==> config.mk <==
export PLATFORM = sky130hd
export DESIGN_NAME = mc_controller
export DESIGN_NICKNAME = d
export VERILOG_FILES = /design/src/rtl/mc_ctrl_pkg.sv /design/src/rtl/mc_condlogic.sv /design/src/rtl/mc_controller.sv
export SDC_FILE = /design/constraint.sdc
export NUM_CORES = 1
export LEC_CHECK = 0
export BUFFER_PORTS_ARGS = -buffer_cell sky130_fd_sc_hd__buf_2
export CAP_MARGIN = 5
export CORE_MARGIN = 2
export CORE_UTILIZATION = 40
export DETAILED_ROUTE_END_ITERATION = 8
export PLACE_DENSITY = 0.79
export SETUP_SLACK_MARGIN = 0.4
export SKIP_CTS_REPAIR_TIMING = 1
export SKIP_LAST_GASP = 1
export SYNTH_ARGS = -nofsm -noshare
export SYNTH_HDL_FRONTEND = slang
export SYNTH_SLANG_ARGS = --single-unit
==> constraint.sdc <==
create_clock -name clk -period 1.65 [get_ports clk]
set_clock_uncertainty 0.2 [all_clocks]
set_input_delay 0.165 -clock clk [delete_from_list [all_inputs] [get_ports clk]]
set_output_delay 0.165 -clock clk [all_outputs]
set_load 0.005 [all_outputs]
==> src/rtl/mc_ctrl_pkg.sv <==
// Shared types and encodings for the multicycle ARM control unit.
package mc_ctrl_pkg;

  // FSM states of the multicycle sequencer
  typedef enum logic [3:0] {
    S_FETCH  = 4'd0,
    S_DECODE = 4'd1,
    S_MEMADR = 4'd2,
    S_MEMRD  = 4'd3,
    S_MEMWB  = 4'd4,
    S_MEMWR  = 4'd5,
    S_EXECR  = 4'd6,
    S_EXECI  = 4'd7,
    S_ALUWB  = 4'd8,
    S_BRANCH = 4'd9
  } statetype_t;

  // ALUControl encodings
  localparam logic [2:0] ALU_ADD = 3'b000;
  localparam logic [2:0] ALU_SUB = 3'b001;
  localparam logic [2:0] ALU_AND = 3'b010;
  localparam logic [2:0] ALU_ORR = 3'b011;

  // Data-processing Cmd field (Instr[24:21])
  localparam logic [3:0] CMD_AND = 4'b0000;
  localparam logic [3:0] CMD_SUB = 4'b0010;
  localparam logic [3:0] CMD_ADD = 4'b0100;
  localparam logic [3:0] CMD_ORR = 4'b1100;

  // Op field (Instr[27:26])
  localparam logic [1:0] OP_DP  = 2'b00;
  localparam logic [1:0] OP_MEM = 2'b01;
  localparam logic [1:0] OP_BR  = 2'b10;

  // Condition field (Instr[31:28])
  localparam logic [3:0] COND_EQ = 4'b0000;
  localparam logic [3:0] COND_NE = 4'b0001;
  localparam logic [3:0] COND_CS = 4'b0010;
  localparam logic [3:0] COND_CC = 4'b0011;
  localparam logic [3:0] COND_MI = 4'b0100;
  localparam logic [3:0] COND_PL = 4'b0101;
  localparam logic [3:0] COND_VS = 4'b0110;
  localparam logic [3:0] COND_VC = 4'b0111;
  localparam logic [3:0] COND_HI = 4'b1000;
  localparam logic [3:0] COND_LS = 4'b1001;
  localparam logic [3:0] COND_GE = 4'b1010;
  localparam logic [3:0] COND_LT = 4'b1011;
  localparam logic [3:0] COND_GT = 4'b1100;
  localparam logic [3:0] COND_LE = 4'b1101;
  localparam logic [3:0] COND_AL = 4'b1110;

  // ResultSrc encodings
  localparam logic [1:0] RES_ALUOUT    = 2'b00;
  localparam logic [1:0] RES_READDATA  = 2'b01;
  localparam logic [1:0] RES_ALURESULT = 2'b10;

  // ALUSrcB encodings
  localparam logic [1:0] SRCB_WD   = 2'b00;
  localparam logic [1:0] SRCB_IMM  = 2'b01;
  localparam logic [1:0] SRCB_FOUR = 2'b10;

  // Evaluate a condition code against stored {N,Z,C,V}; 1111 never executes
  function automatic logic cond_holds(input logic [3:0] cond, input logic [3:0] nzcv);
    logic n, z, c, v, r;
    {n, z, c, v} = nzcv;
    r = 1'b0;
    case (cond)
      COND_EQ: r = z;
      COND_NE: r = ~z;
      COND_CS: r = c;
      COND_CC: r = ~c;
      COND_MI: r = n;
      COND_PL: r = ~n;
      COND_VS: r = v;
      COND_VC: r = ~v;
      COND_HI: r = c & ~z;
      COND_LS: r = ~(c & ~z);
      COND_GE: r = (n == v);
      COND_LT: r = (n != v);
      COND_GT: r = ~z & (n == v);
      COND_LE: r = z | (n != v);
      COND_AL: r = 1'b1;
      default: r = 1'b0;
    endcase
    return r;
  endfunction

endpackage

==> src/rtl/mc_condlogic.sv <==
// Condition unit: NZCV flag register, condition check, CondEx register and
// gating of the architectural write enables.
module mc_condlogic
  import mc_ctrl_pkg::*;
(
  input  logic       clk,
  input  logic       reset,
  input  logic [3:0] Cond,
  input  logic [3:0] ALUFlags,
  input  logic [1:0] FlagW,
  input  logic       CondLatch,
  input  logic       RegW,
  input  logic       MemW,
  input  logic       NextPC,
  input  logic       Branch,
  output logic       RegWrite,
  output logic       MemWrite,
  output logic       PCWrite
);

  logic [3:0] flags_q;
  logic       condex_q;

  // Flags load per half from the ALU, only for instructions whose condition passed
  always_ff @(posedge clk or negedge reset) begin
    if (!reset) begin
      flags_q <= 4'b0000;
    end else begin
      if (FlagW[1] && condex_q) flags_q[3:2] <= ALUFlags[3:2];
      if (FlagW[0] && condex_q) flags_q[1:0] <= ALUFlags[1:0];
    end
  end

  // CondEx is captured at the end of DECODE and held for the rest of the instruction
  always_ff @(posedge clk or negedge reset) begin
    if (!reset) begin
      condex_q <= 1'b0;
    end else if (CondLatch) begin
      condex_q <= cond_holds(Cond, flags_q);
    end
  end

  // Write enables are suppressed by a failed condition and while reset is held
  always_comb begin
    RegWrite = reset & RegW & condex_q;
    MemWrite = reset & MemW & condex_q;
    PCWrite  = reset & (NextPC | (Branch & condex_q));
  end

endmodule

==> src/rtl/mc_controller.sv <==
// Multicycle ARM control unit: sequencing FSM and instruction decode.
// Optional build macro MC_CTRL_MEMWAIT_EN: FETCH, MEMRD and MEMWR stall
// until MemReady=1; otherwise MemReady is ignored.
module mc_controller
  import mc_ctrl_pkg::*;
(
  input  logic        clk,
  input  logic        reset,
  input  logic [19:0] Instr,
  input  logic [3:0]  ALUFlags,
  input  logic        MemReady,
  output logic        PCWrite,
  output logic        AdrSrc,
  output logic        MemWrite,
  output logic        IRWrite,
  output logic [1:0]  ResultSrc,
  output logic        ALUSrcA,
  output logic [1:0]  ALUSrcB,
  output logic [2:0]  ALUControl,
  output logic [1:0]  ImmSrc,
  output logic [1:0]  RegSrc,
  output logic        RegWrite
);

  statetype_t state_q, state_d;

  // Instr holds bits [31:12]; index n here is architectural bit n+12
  logic [3:0] cond;
  logic [1:0] op;
  logic       funct_i;
  logic [3:0] cmd;
  logic       funct_u;
  logic       funct_s;
  logic       mem_ok;
  logic       unused_bits;

  assign cond    = Instr[19:16];
  assign op      = Instr[15:14];
  assign funct_i = Instr[13];
  assign cmd     = Instr[12:9];
  assign funct_u = Instr[11];
  assign funct_s = Instr[8];

  assign ImmSrc = op;
  assign RegSrc = {op == OP_MEM, op == OP_BR};

`ifdef MC_CTRL_MEMWAIT_EN
  assign mem_ok      = MemReady;
  assign unused_bits = ^Instr[7:0];
`else
  assign mem_ok      = 1'b1;
  assign unused_bits = ^{Instr[7:0], MemReady};
`endif

  logic [2:0] alu_dp;
  logic [1:0] flagw_dp;

  // Data-processing ALU op and flag-write mask from Cmd and S
  always_comb begin
    alu_dp   = ALU_ADD;
    flagw_dp = 2'b00;
    case (cmd)
      CMD_ADD: alu_dp = ALU_ADD;
      CMD_SUB: alu_dp = ALU_SUB;
      CMD_AND: alu_dp = ALU_AND;
      CMD_ORR: alu_dp = ALU_ORR;
      default: alu_dp = ALU_ADD;
    endcase
    if (funct_s) begin
      flagw_dp = ((alu_dp == ALU_AND) || (alu_dp == ALU_ORR)) ? 2'b10 : 2'b11;
    end
  end

  // State register; reset aborts any instruction back to FETCH
  always_ff @(posedge clk or negedge reset) begin
    if (!reset) state_q <= S_FETCH;
    else        state_q <= state_d;
  end

  // Next-state selection
  always_comb begin
    state_d = state_q;
    case (state_q)
      S_FETCH:  state_d = mem_ok ? S_DECODE : S_FETCH;
      S_DECODE: begin
        case (op)
          OP_MEM:  state_d = S_MEMADR;
          OP_DP:   state_d = funct_i ? S_EXECI : S_EXECR;
          OP_BR:   state_d = S_BRANCH;
          default: state_d = S_FETCH;
        endcase
      end
      S_MEMADR: state_d = funct_s ? S_MEMRD : S_MEMWR;
      S_MEMRD:  state_d = mem_ok ? S_MEMWB : S_MEMRD;
      S_MEMWR:  state_d = mem_ok ? S_FETCH : S_MEMWR;
      S_EXECR:  state_d = S_ALUWB;
      S_EXECI:  state_d = S_ALUWB;
      S_MEMWB,
      S_ALUWB,
      S_BRANCH: state_d = S_FETCH;
      default:  state_d = S_FETCH;
    endcase
  end

  logic       regw, memw, irw, nextpc, branch, cond_latch;
  logic [1:0] flag_w;

  // Per-state datapath controls (ungated enables)
  always_comb begin
    AdrSrc     = 1'b0;
    ResultSrc  = RES_ALUOUT;
    ALUSrcA    = 1'b0;
    ALUSrcB    = SRCB_WD;
    ALUControl = ALU_ADD;
    regw       = 1'b0;
    memw       = 1'b0;
    irw        = 1'b0;
    nextpc     = 1'b0;
    branch     = 1'b0;
    flag_w     = 2'b00;
    cond_latch = 1'b0;
    case (state_q)
      S_FETCH: begin
        ALUSrcA   = 1'b1;
        ALUSrcB   = SRCB_FOUR;
        ResultSrc = RES_ALURESULT;
        irw       = mem_ok;
        nextpc    = mem_ok;
      end
      S_DECODE: begin
        ALUSrcA    = 1'b1;
        ALUSrcB    = SRCB_FOUR;
        ResultSrc  = RES_ALURESULT;
        cond_latch = 1'b1;
      end
      S_MEMADR: begin
        ALUSrcB    = SRCB_IMM;
        ALUControl = funct_u ? ALU_ADD : ALU_SUB;
      end
      S_MEMRD: AdrSrc = 1'b1;
      S_MEMWB: begin
        ResultSrc = RES_READDATA;
        regw      = 1'b1;
      end
      S_MEMWR: begin
        AdrSrc = 1'b1;
        memw   = 1'b1;
      end
      S_EXECR: begin
        ALUControl = alu_dp;
        flag_w     = flagw_dp;
      end
      S_EXECI: begin
        ALUSrcB    = SRCB_IMM;
        ALUControl = alu_dp;
        flag_w     = flagw_dp;
      end
      S_ALUWB: regw = 1'b1;
      S_BRANCH: begin
        ALUSrcB   = SRCB_IMM;
        ResultSrc = RES_ALURESULT;
        branch    = 1'b1;
      end
      default: ;
    endcase
  end

  // IRWrite is not conditional, only forced low during reset
  assign IRWrite = reset & irw;

  mc_condlogic u_cond (
    .clk       (clk),
    .reset     (reset),
    .Cond      (cond),
    .ALUFlags  (ALUFlags),
    .FlagW     (flag_w),
    .CondLatch (cond_latch),
    .RegW      (regw),
    .MemW      (memw),
    .NextPC    (nextpc),
    .Branch    (branch),
    .RegWrite  (RegWrite),
    .MemWrite  (MemWrite),
    .PCWrite   (PCWrite)
  );

endmodule

==> flow_metrics.env, run 1 <==
export IMPL_synth_async_sr_flop_share=1.000
export IMPL_grt_setup_unrepaired="yes"
export IMPL_status="complete, but fails checks"
export IMPL_num_rows=16
export IMPL_final_layout_size_suffix_gt1_frac=0.5679
export IMPL_dp_hpwl_um=1724
export IMPL_synth_warning_count=0
export IMPL_cts_root_buffer_cell="clkbuf_4"
export IMPL_worst_ep_required_time_ns=1.28
export IMPL_initialDrtViolationCount=10
export IMPL_number_of_vias_in_the_routed_layout=1003
export IMPL_routedWlPerCell_um=14.49
export IMPL_setup_ws_final_ns=-0.1887
export IMPL_synthCells=108
export IMPL_final_hold_viol_count=0
export IMPL_vias_per_cell=5.307
export IMPL_fp_dieArea_um2=2563
export IMPL_netlist_cell_type_count=45
export IMPL_start_kind="register"
export IMPL_gr_usage_all_layers=0.1905
export IMPL_detailedPlace_worstSlack_ns=0.01714
export IMPL_clock_tree_htree_level_count=1
export IMPL_timing_final_crit_share=1.114
export IMPL_synth_top_area_frac=0.2590
export IMPL_yosysMostFrequentCell="nor2_1"
export IMPL_mappedNetlistArea_um2=869.6
export IMPL_n_antenna_cell=0
export IMPL_drt_drc=0
export IMPL_crit_fanout=5
export IMPL_cts_tree="yes"
export IMPL_syn_area_per_cell_um2=8.052
export IMPL_synth_edff_count=0
export IMPL_p_leak_nw=0.6460
export IMPL_hold_class="in -> reg"
export IMPL_crit_path_end_kind="output pin"
export IMPL_die_x_um=50.63
export IMPL_synth_largest_area_cell="dfrtp_1"
export IMPL_maximum_number_of_pins_on_one_net_before_global_route_repair=12
export IMPL_power_density_cell_area_nw_per_um2=1640
export IMPL_final_min_clock_period_ns=1.839
export IMPL_final_max_slew_violation_count=0
export IMPL_first_global_vias=876
export IMPL_drt_antenna_violating_nets=0
export IMPL_place_gp_congestion=0.7528
export IMPL_yosysSeqAreaShare=0.2590
export IMPL_synthesis_nets=135
export IMPL_tritoncts_num_buffers=3
export IMPL_vdd_ir_drop_max_mv=1.005
export IMPL_synth_ff_latch_count=9
export IMPL_failed_checks="negative setup slack"
export IMPL_cts_sink_count=9
export IMPL_fmax_mhz=543.9
export IMPL_global_route_wire_length_before_repair_um=3774
export IMPL_area_growth_synth_to_final_pct=63.74
export IMPL_die_y_um=50.63
export IMPL_fp_coreArea_um2=2002
export IMPL_finalSetupViolations=14
export IMPL_port_buf_inserts=33
export IMPL_detail_route_first_pass_iterations=4
export IMPL_ios=44
export IMPL_worst_endpoint_arrival_ns=1.47
export IMPL_tns_setup_ns=-1.145
export IMPL_grt_ovfl_total=0
export IMPL_synth_area_leaders="dfrtp_1 26%, nor2_1 5.6%, nor3_1 4.6%"
export IMPL_synth_ff_type="dfrtp_1"
export IMPL_antenna_found_initial=0
export IMPL_initial_core_util=0.4344
export IMPL_synth_commonest_cells="13 x nor2_1, 10 x nand2_1, 9 x dfrtp_1"
export IMPL_max_cap_violations=0
export IMPL_worst_setup_path_type="reg -> out"
export IMPL_nNetsFinal=190
export IMPL_clk_latency_ns=0.26
export IMPL_drt_wl_total_um=2739
export IMPL_clk_pin_slew_worst_paths_ns=0.06
export IMPL_clock_tree_buffer_depth=2
[placed cells by master, fill, tap and decap left out, types with 2 or more instances in the layout]
master and instances:
dfrtp_1 8, inv_1 2, mux2_4 3, nor3_2 3, xnor2_2 2, buf_2 34, clkbuf_4 3, dlygate4sd3_1 5
nor2_1 10, nand2_1 10, nand2b_1 2, buf_4 12, nor3_1 4, nor2_4 4, buf_6 9, nor2b_1 3
o21ai_0 4, a21oi_1 4
[power breakdown]
group          total, W  leakage [nW]  switching (W)  internal (W)
combinational   0.00170         0.519       0.000774      0.000924
clock          0.000173        0.0150      0.0000793     0.0000934
sequential     0.000465         0.112       0.000137      0.000327
[final timing paths]
path,cells past startpoint,slack [ns],endpoint,from
min in group asynchronous,3,0.30,u_cond.flags_q[2],reset
max,4,-0.19,RegWrite,state_q[2]
max in group asynchronous,3,0.60,state_q[2],reset
max reg2reg,5,-0.13,u_cond.flags_q[0],state_q[3]
min reg2reg,1,0.42,u_cond.flags_q[3],u_cond.flags_q[3]
min,3,0.01,state_q[0],Instr[13]
[critical path, stage by stage (launching register included)]
cell and delay, ns:
dfrtp_2 0.44, buf_6 0.13, nand2b_4 0.14, a2111oi_4 0.34, buf_2 0.16
[sequential cells by signal, summed over array words and instances, names as in the netlist]
register         cells
state_q              4
u_cond.flags_q       4
u_cond.condex_q      1
[metal layers]
layer | global-route usage | vias to the layer above | part of all wire | wire length [µm]
li1 | - | 488 | - | -
met1 | 0.2296 | 473 | 0.38 | 1033
met2 | 0.3465 | 38 | 0.56 | 1537
met3 | 0.01786 | 4 | 0.052 | 143
met4 | 0.07207 | 0 | 0.0088 | 24
met5 | 0 | - | 0 | 0
[layout make-up]
class	instances	area (µm²)
clock buffer	4	26.28
fill	163	578.1
inverter	3	15.01
multi-input combinational	86	710.7
sequential	9	226.5
tap	27	33.78
timing repair buffer	60	411.6
[metrics by stage]
step                hold WS, ns    util  cells  power, W  area, µm²
finish                  0.01370  0.7113    189  0.002335       1424
global route            0.04059  0.7113    189  0.002507       1424
CTS                     -0.3690  0.5781    173  0.001853       1157
detailed placement     -0.08860  0.5650    169  0.001678       1131
global placement       -0.09167  0.5650    169  0.001635       1131
floorplan               -0.3306       -    108  0.001352      943.4
[kinds of logic (layout without fill, tap and decap cells)]
kind of cell | Yosys count | after routing | share of synthesized area
other cells | 1 | 1 | 0.004312
xor+xnor | 4 | 4 | 0.04030
flops | 9 | 9 | 0.2590
mux | 4 | 4 | 0.05036
simple gates | 53 | 53 | 0.3468
buf+inv | 13 | 67 | 0.1022
compound gates | 24 | 24 | 0.1971
Note: power is estimated with default switching activity, not from simulation.
==> run 2, diff against run 1 <==
- HOLD_SLACK_MARGIN: default -> 0.1
==> flow_metrics.env, run 2 (synthesized netlist as in run 1, its figures left out) <==
export IMPL_status="complete, but fails checks"
export IMPL_failed_checks="negative setup slack"
export IMPL_initialDrtViolationCount=15
export IMPL_placedCellCount=169
export IMPL_finish_utilization=0.7263
export IMPL_max_cap_violations=0
export IMPL_crit_path_end_kind="output pin"
export IMPL_die_y_um=50.63
export IMPL_routedWlPerCell_um=14.47
export IMPL_first_global_vias=876
export IMPL_worstReg2RegStart="state_q[3]"
export IMPL_global_route_wire_length_before_repair_um=3774
export IMPL_power_share_combinational=0.728
export IMPL_ios=44
export IMPL_timing_hold_worst_start="Instr[14]"
export IMPL_final_layout_size_suffix_gt1_frac=0.5576
export IMPL_antenna_found_initial=0
export IMPL_finalSetupViolations=14
export IMPL_clock_tree_buffer_depth=2
export IMPL_multi_input_comb_area_um2=710.7
export IMPL_grt_setup_unrepaired="yes"
export IMPL_largest_registers="state_q: 4 flops, u_cond.flags_q: 4 flops, u_cond.condex_q: 1 flops"
export IMPL_die_x_um=50.63
export IMPL_dp_hpwl_um=1724
export IMPL_vias_per_cell=5.281
export IMPL_setup_reg_to_reg_worst_slack_ns=-0.12
export IMPL_worst_ep_required_time_ns=1.28
export IMPL_port_buf_inserts=33
export IMPL_worst_hold_path_endpoint="state_q[0]"
export IMPL_nNetsFinal=193
export IMPL_number_of_vias_in_the_routed_layout=1014
export IMPL_cts_tree="yes"
export IMPL_hold_class="in -> reg"
export IMPL_final_min_clock_period_ns=1.840
export IMPL_gr_usage_all_layers=0.1905
export IMPL_vdd_ir_drop_max_mv=1.008
export IMPL_power_internal_w=0.001349
export IMPL_area_growth_synth_to_final_pct=67.19
export IMPL_grt_ovfl_total=0
export IMPL_detailedPlace_worstSlack_ns=0.01714
export IMPL_hold_path_depth=4
export IMPL_p_sw_w=0.001004
export IMPL_clk_pin_slew_worst_paths_ns=0.06
export IMPL_cts_sink_count=9
export IMPL_filler_instances=159
export IMPL_final_hold_viol_count=0
export IMPL_fmax_mhz=543.3
export IMPL_fp_dieArea_um2=2563
export IMPL_most_common_layout_cells="34 x buf_2, 12 x buf_4, 10 x nor2_1, 10 x nand2_1, 9 x buf_6"
export IMPL_setup_ws_final_ns=-0.1904
export IMPL_pwr_share_clk=0.074
export IMPL_fin_cells=192
export IMPL_seq_cell_area_um2=226.5
export IMPL_worst_r2r_cell_count=5
export IMPL_clock_tree_htree_level_count=1
export IMPL_drt_wl_total_um=2778
export IMPL_crit_fanout=5
export IMPL_seq_power_share=0.198
export IMPL_fp_coreArea_um2=2002
export IMPL_tns_setup_ns=-1.157
export IMPL_r2r_end="u_cond.flags_q[0]"
export IMPL_worst_endpoint_arrival_ns=1.48
export IMPL_final_common_cell="buf_2"
export IMPL_maximum_number_of_pins_on_one_net_before_global_route_repair=12
export IMPL_start_kind="register"
export IMPL_tritoncts_num_buffers=3
export IMPL_n_antenna_cell=0
export IMPL_detail_route_first_pass_iterations=4
export IMPL_timing_final_crit_share=1.115
export IMPL_power_density_cell_area_nw_per_um2=1619
export IMPL_power_total_w=0.002353
export IMPL_initial_core_util=0.4344
export IMPL_cts_root_buffer_cell="clkbuf_4"
export IMPL_drt_drc=0
export IMPL_num_rows=16
export IMPL_final_max_slew_violation_count=0
export IMPL_drt_antenna_violating_nets=0
export IMPL_place_gp_congestion=0.7528
export IMPL_p_leak_nw=0.6585
export IMPL_switching_power_share_of_the_total=0.4266
export IMPL_clk_latency_ns=0.26
export IMPL_worst_setup_path_type="reg -> out"
## run 2: layer usage
layer	share of wire	routed length [µm]	GRT usage	vias to the layer above
li1	-	-	-	493
met1	0.39	1070	0.2296	477
met2	0.56	1555	0.3465	40
met3	0.049	135	0.01786	4
met4	0.0061	17	0.07207	0
met5	0	0	0	-
## run 2: how the worst max path moves through the flow
stage / from / to / slack (ns) / depth (start not counted)
final: state_q[2] / RegWrite / -0.19 / 4
after detailed placement: state_q[3] / u_cond.flags_q[0] / 0.02 / 4
after CTS: state_q[3] / ALUControl[1] / -0.21 / 4
after floorplan: state_q[3] / u_cond.flags_q[0] / 0.02 / 4
after global routing: state_q[3] / ALUControl[1] / -0.25 / 4
after global placement: u_cond.flags_q[0] / u_cond.condex_q / 0.05 / 5
## run 2: per-stage QoR
step	hold WS (ns)	instance area, µm²
3_5_place_dp	-0.08860	1131
3_3_place_gp	-0.09167	1131
6_report	0.07649	1454
4_1_cts	-0.3690	1157
5_1_grt	0.1019	1454
2_1_floorplan	-0.3306	943.4
## run 2: power by group through the flow
stage	Sequential (W)	Clock [W]	Combinational, W
final	0.000465	0.000175	0.00171
after global routing	0.000477	0.000187	0.00185
after CTS	0.000441	0.000175	0.00124
after detailed placement	0.000444	0	0.00123
after global placement	0.000440	0	0.00120
after floorplan	0.000416	0	0.000937
## run 2: layout make-up
class	count	share of cell area
Multi-Input combinational cell	86	0.4888
Tap cell	27	0.02324
Timing Repair Buffer	63	0.3038
Sequential cell	9	0.1558
Inverter	3	0.01033
Clock buffer	4	0.01807
## run 2: worst max-delay path, stage by stage, from the launching register on
cell	delay [ns]
dfrtp_2	0.44
buf_6	0.13
nand2b_4	0.14
a2111oi_4	0.34
buf_2	0.16
==> run 3, diff against run 2 <==
- clock period: 1.65 -> 1.6 ns (I/O delays scaled with it)
==> flow_metrics.env, run 3 (synthesized netlist as in run 1, its figures left out) <==
export IMPL_crit_fanout=4
export IMPL_power_density_cell_area_nw_per_um2=1746
export IMPL_worst_endpoint_arrival_ns=1.48
export IMPL_setup_reg_to_reg_worst_slack_ns=-0.11
export IMPL_cts_sink_count=9
export IMPL_setup_ws_final_ns=-0.2415
export IMPL_status="complete, but fails checks"
export IMPL_drt_antenna_violating_nets=0
export IMPL_failed_checks="negative setup slack"
export IMPL_place_gp_congestion=0.7650
export IMPL_port_buf_inserts=33
export IMPL_cts_root_buffer_cell="clkbuf_4"
export IMPL_clk_latency_ns=0.26
export IMPL_fin_cells=201
export IMPL_final_hold_viol_count=0
export IMPL_fp_coreArea_um2=2002
export IMPL_grt_setup_unrepaired="yes"
export IMPL_ios=44
export IMPL_n_antenna_cell=0
export IMPL_finish_utilization=0.7775
export IMPL_num_rows=16
export IMPL_area_growth_synth_to_final_pct=78.99
export IMPL_placedCellCount=174
export IMPL_first_global_vias=889
export IMPL_final_layout_size_suffix_gt1_frac=0.5920
export IMPL_final_common_cell="buf_2"
export IMPL_worstReg2RegStart="state_q[3]"
export IMPL_clock_tree_buffer_depth=2
export IMPL_drt_wl_total_um=3278
export IMPL_fmax_mhz=543.0
export IMPL_die_y_um=50.63
export IMPL_worst_r2r_cell_count=5
export IMPL_max_cap_violations=0
export IMPL_worst_ep_required_time_ns=1.24
export IMPL_most_common_layout_cells="34 x buf_2, 17 x buf_4, 10 x nand2_1, 10 x dlygate4sd3_1, 10 x buf_6"
export IMPL_die_x_um=50.63
export IMPL_filler_instances=135
export IMPL_clk_pin_slew_worst_paths_ns=0.06
export IMPL_multi_input_comb_area_um2=729.5
export IMPL_initialDrtViolationCount=26
export IMPL_fp_dieArea_um2=2563
export IMPL_finalSetupViolations=16
export IMPL_vdd_ir_drop_max_mv=1.189
export IMPL_detail_route_first_pass_iterations=4
export IMPL_hold_class="in -> reg"
export IMPL_timing_critical_path_from="state_q[2]"
export IMPL_drt_drc=0
export IMPL_dp_hpwl_um=1808
export IMPL_timing_final_crit_share=1.151
export IMPL_largest_registers="state_q: 4 flops, u_cond.flags_q: 4 flops, u_cond.condex_q: 1 flops"
export IMPL_r2r_end="u_cond.flags_q[1]"
export IMPL_final_max_slew_violation_count=0
export IMPL_power_total_w=0.002718
export IMPL_worst_setup_path_type="reg -> out"
export IMPL_routedWlPerCell_um=16.31
export IMPL_maximum_number_of_pins_on_one_net_before_global_route_repair=12
export IMPL_cts_tree="yes"
export IMPL_final_min_clock_period_ns=1.842
export IMPL_global_route_wire_length_before_repair_um=3795
export IMPL_nNetsFinal=202
export IMPL_crit_path_end_kind="output pin"
export IMPL_clock_tree_htree_level_count=1
export IMPL_initial_core_util=0.4344
export IMPL_antenna_found_initial=0
export IMPL_crit_end="RegWrite"
export IMPL_grt_ovfl_total=0
export IMPL_start_kind="register"
export IMPL_vias_per_cell=5.453
export IMPL_hold_ws_ns=0.04794
export IMPL_gr_usage_all_layers=0.1914
export IMPL_p_leak_nw=0.7000
export IMPL_seq_cell_area_um2=226.5
export IMPL_tritoncts_num_buffers=3
export IMPL_number_of_vias_in_the_routed_layout=1096
run 3: final cells by class:
class                   instances  share of cell area
well taps                      27             0.02170
flip-flops and latches          9              0.1455
inverters                       3            0.009646
clock buffers                   4             0.01688
repair buffers                 72              0.3376
multi-input cells              86              0.4687
run 3: critical path, stage by stage, from the launching register on:
cell       delay, ns
dfrtp_1         0.43
buf_6           0.14
nand2b_4        0.15
a2111oi_4       0.34
buf_2           0.17
run 3: metrics by stage:
stage / setup WS (ns) / TNS (ns) / cell area [µm²]
2_1_floorplan: -0.03400 / -0.05455 / 947.2
3_3_place_gp: 0.01541 / 0 / 1172
3_5_place_dp: -0.09270 / -0.09270 / 1172
4_1_cts: -0.2034 / -1.288 / 1199
5_1_grt: -0.3135 / -2.836 / 1556
6_report: -0.2415 / -1.795 / 1556
run 3: how the worst min path moves through the flow:
stage                  start         end  slack, ns  cells after the start
floorplan              reset  state_q[0]      -0.34                      0
global route        Instr[8]  state_q[2]       0.09                      4
detailed placement     reset  state_q[1]      -0.11                      2
global placement       reset  state_q[3]       -0.1                      2
finish              Instr[8]  state_q[2]       0.05                      4
CTS                    reset  state_q[1]      -0.38                      2
run 3: report_power, final:
| part | leakage [nW] | switching (W) | internal (W) |
|---|---|---|---|
| Sequential | 0.112 | 0.000145 | 0.000338 |
| Clock | 0.0150 | 0.0000783 | 0.0000961 |
| Combinational | 0.573 | 0.000950 | 0.00111 |
| Total | 0.700 | 0.00117 | 0.00155 |
run 3: routing by layer:
metal | share of wire | GRT usage
met4 | 0.023 | 0.04955
met2 | 0.55 | 0.3487
met5 | 0 | 0
met1 | 0.38 | 0.2339
met3 | 0.050 | 0.02679
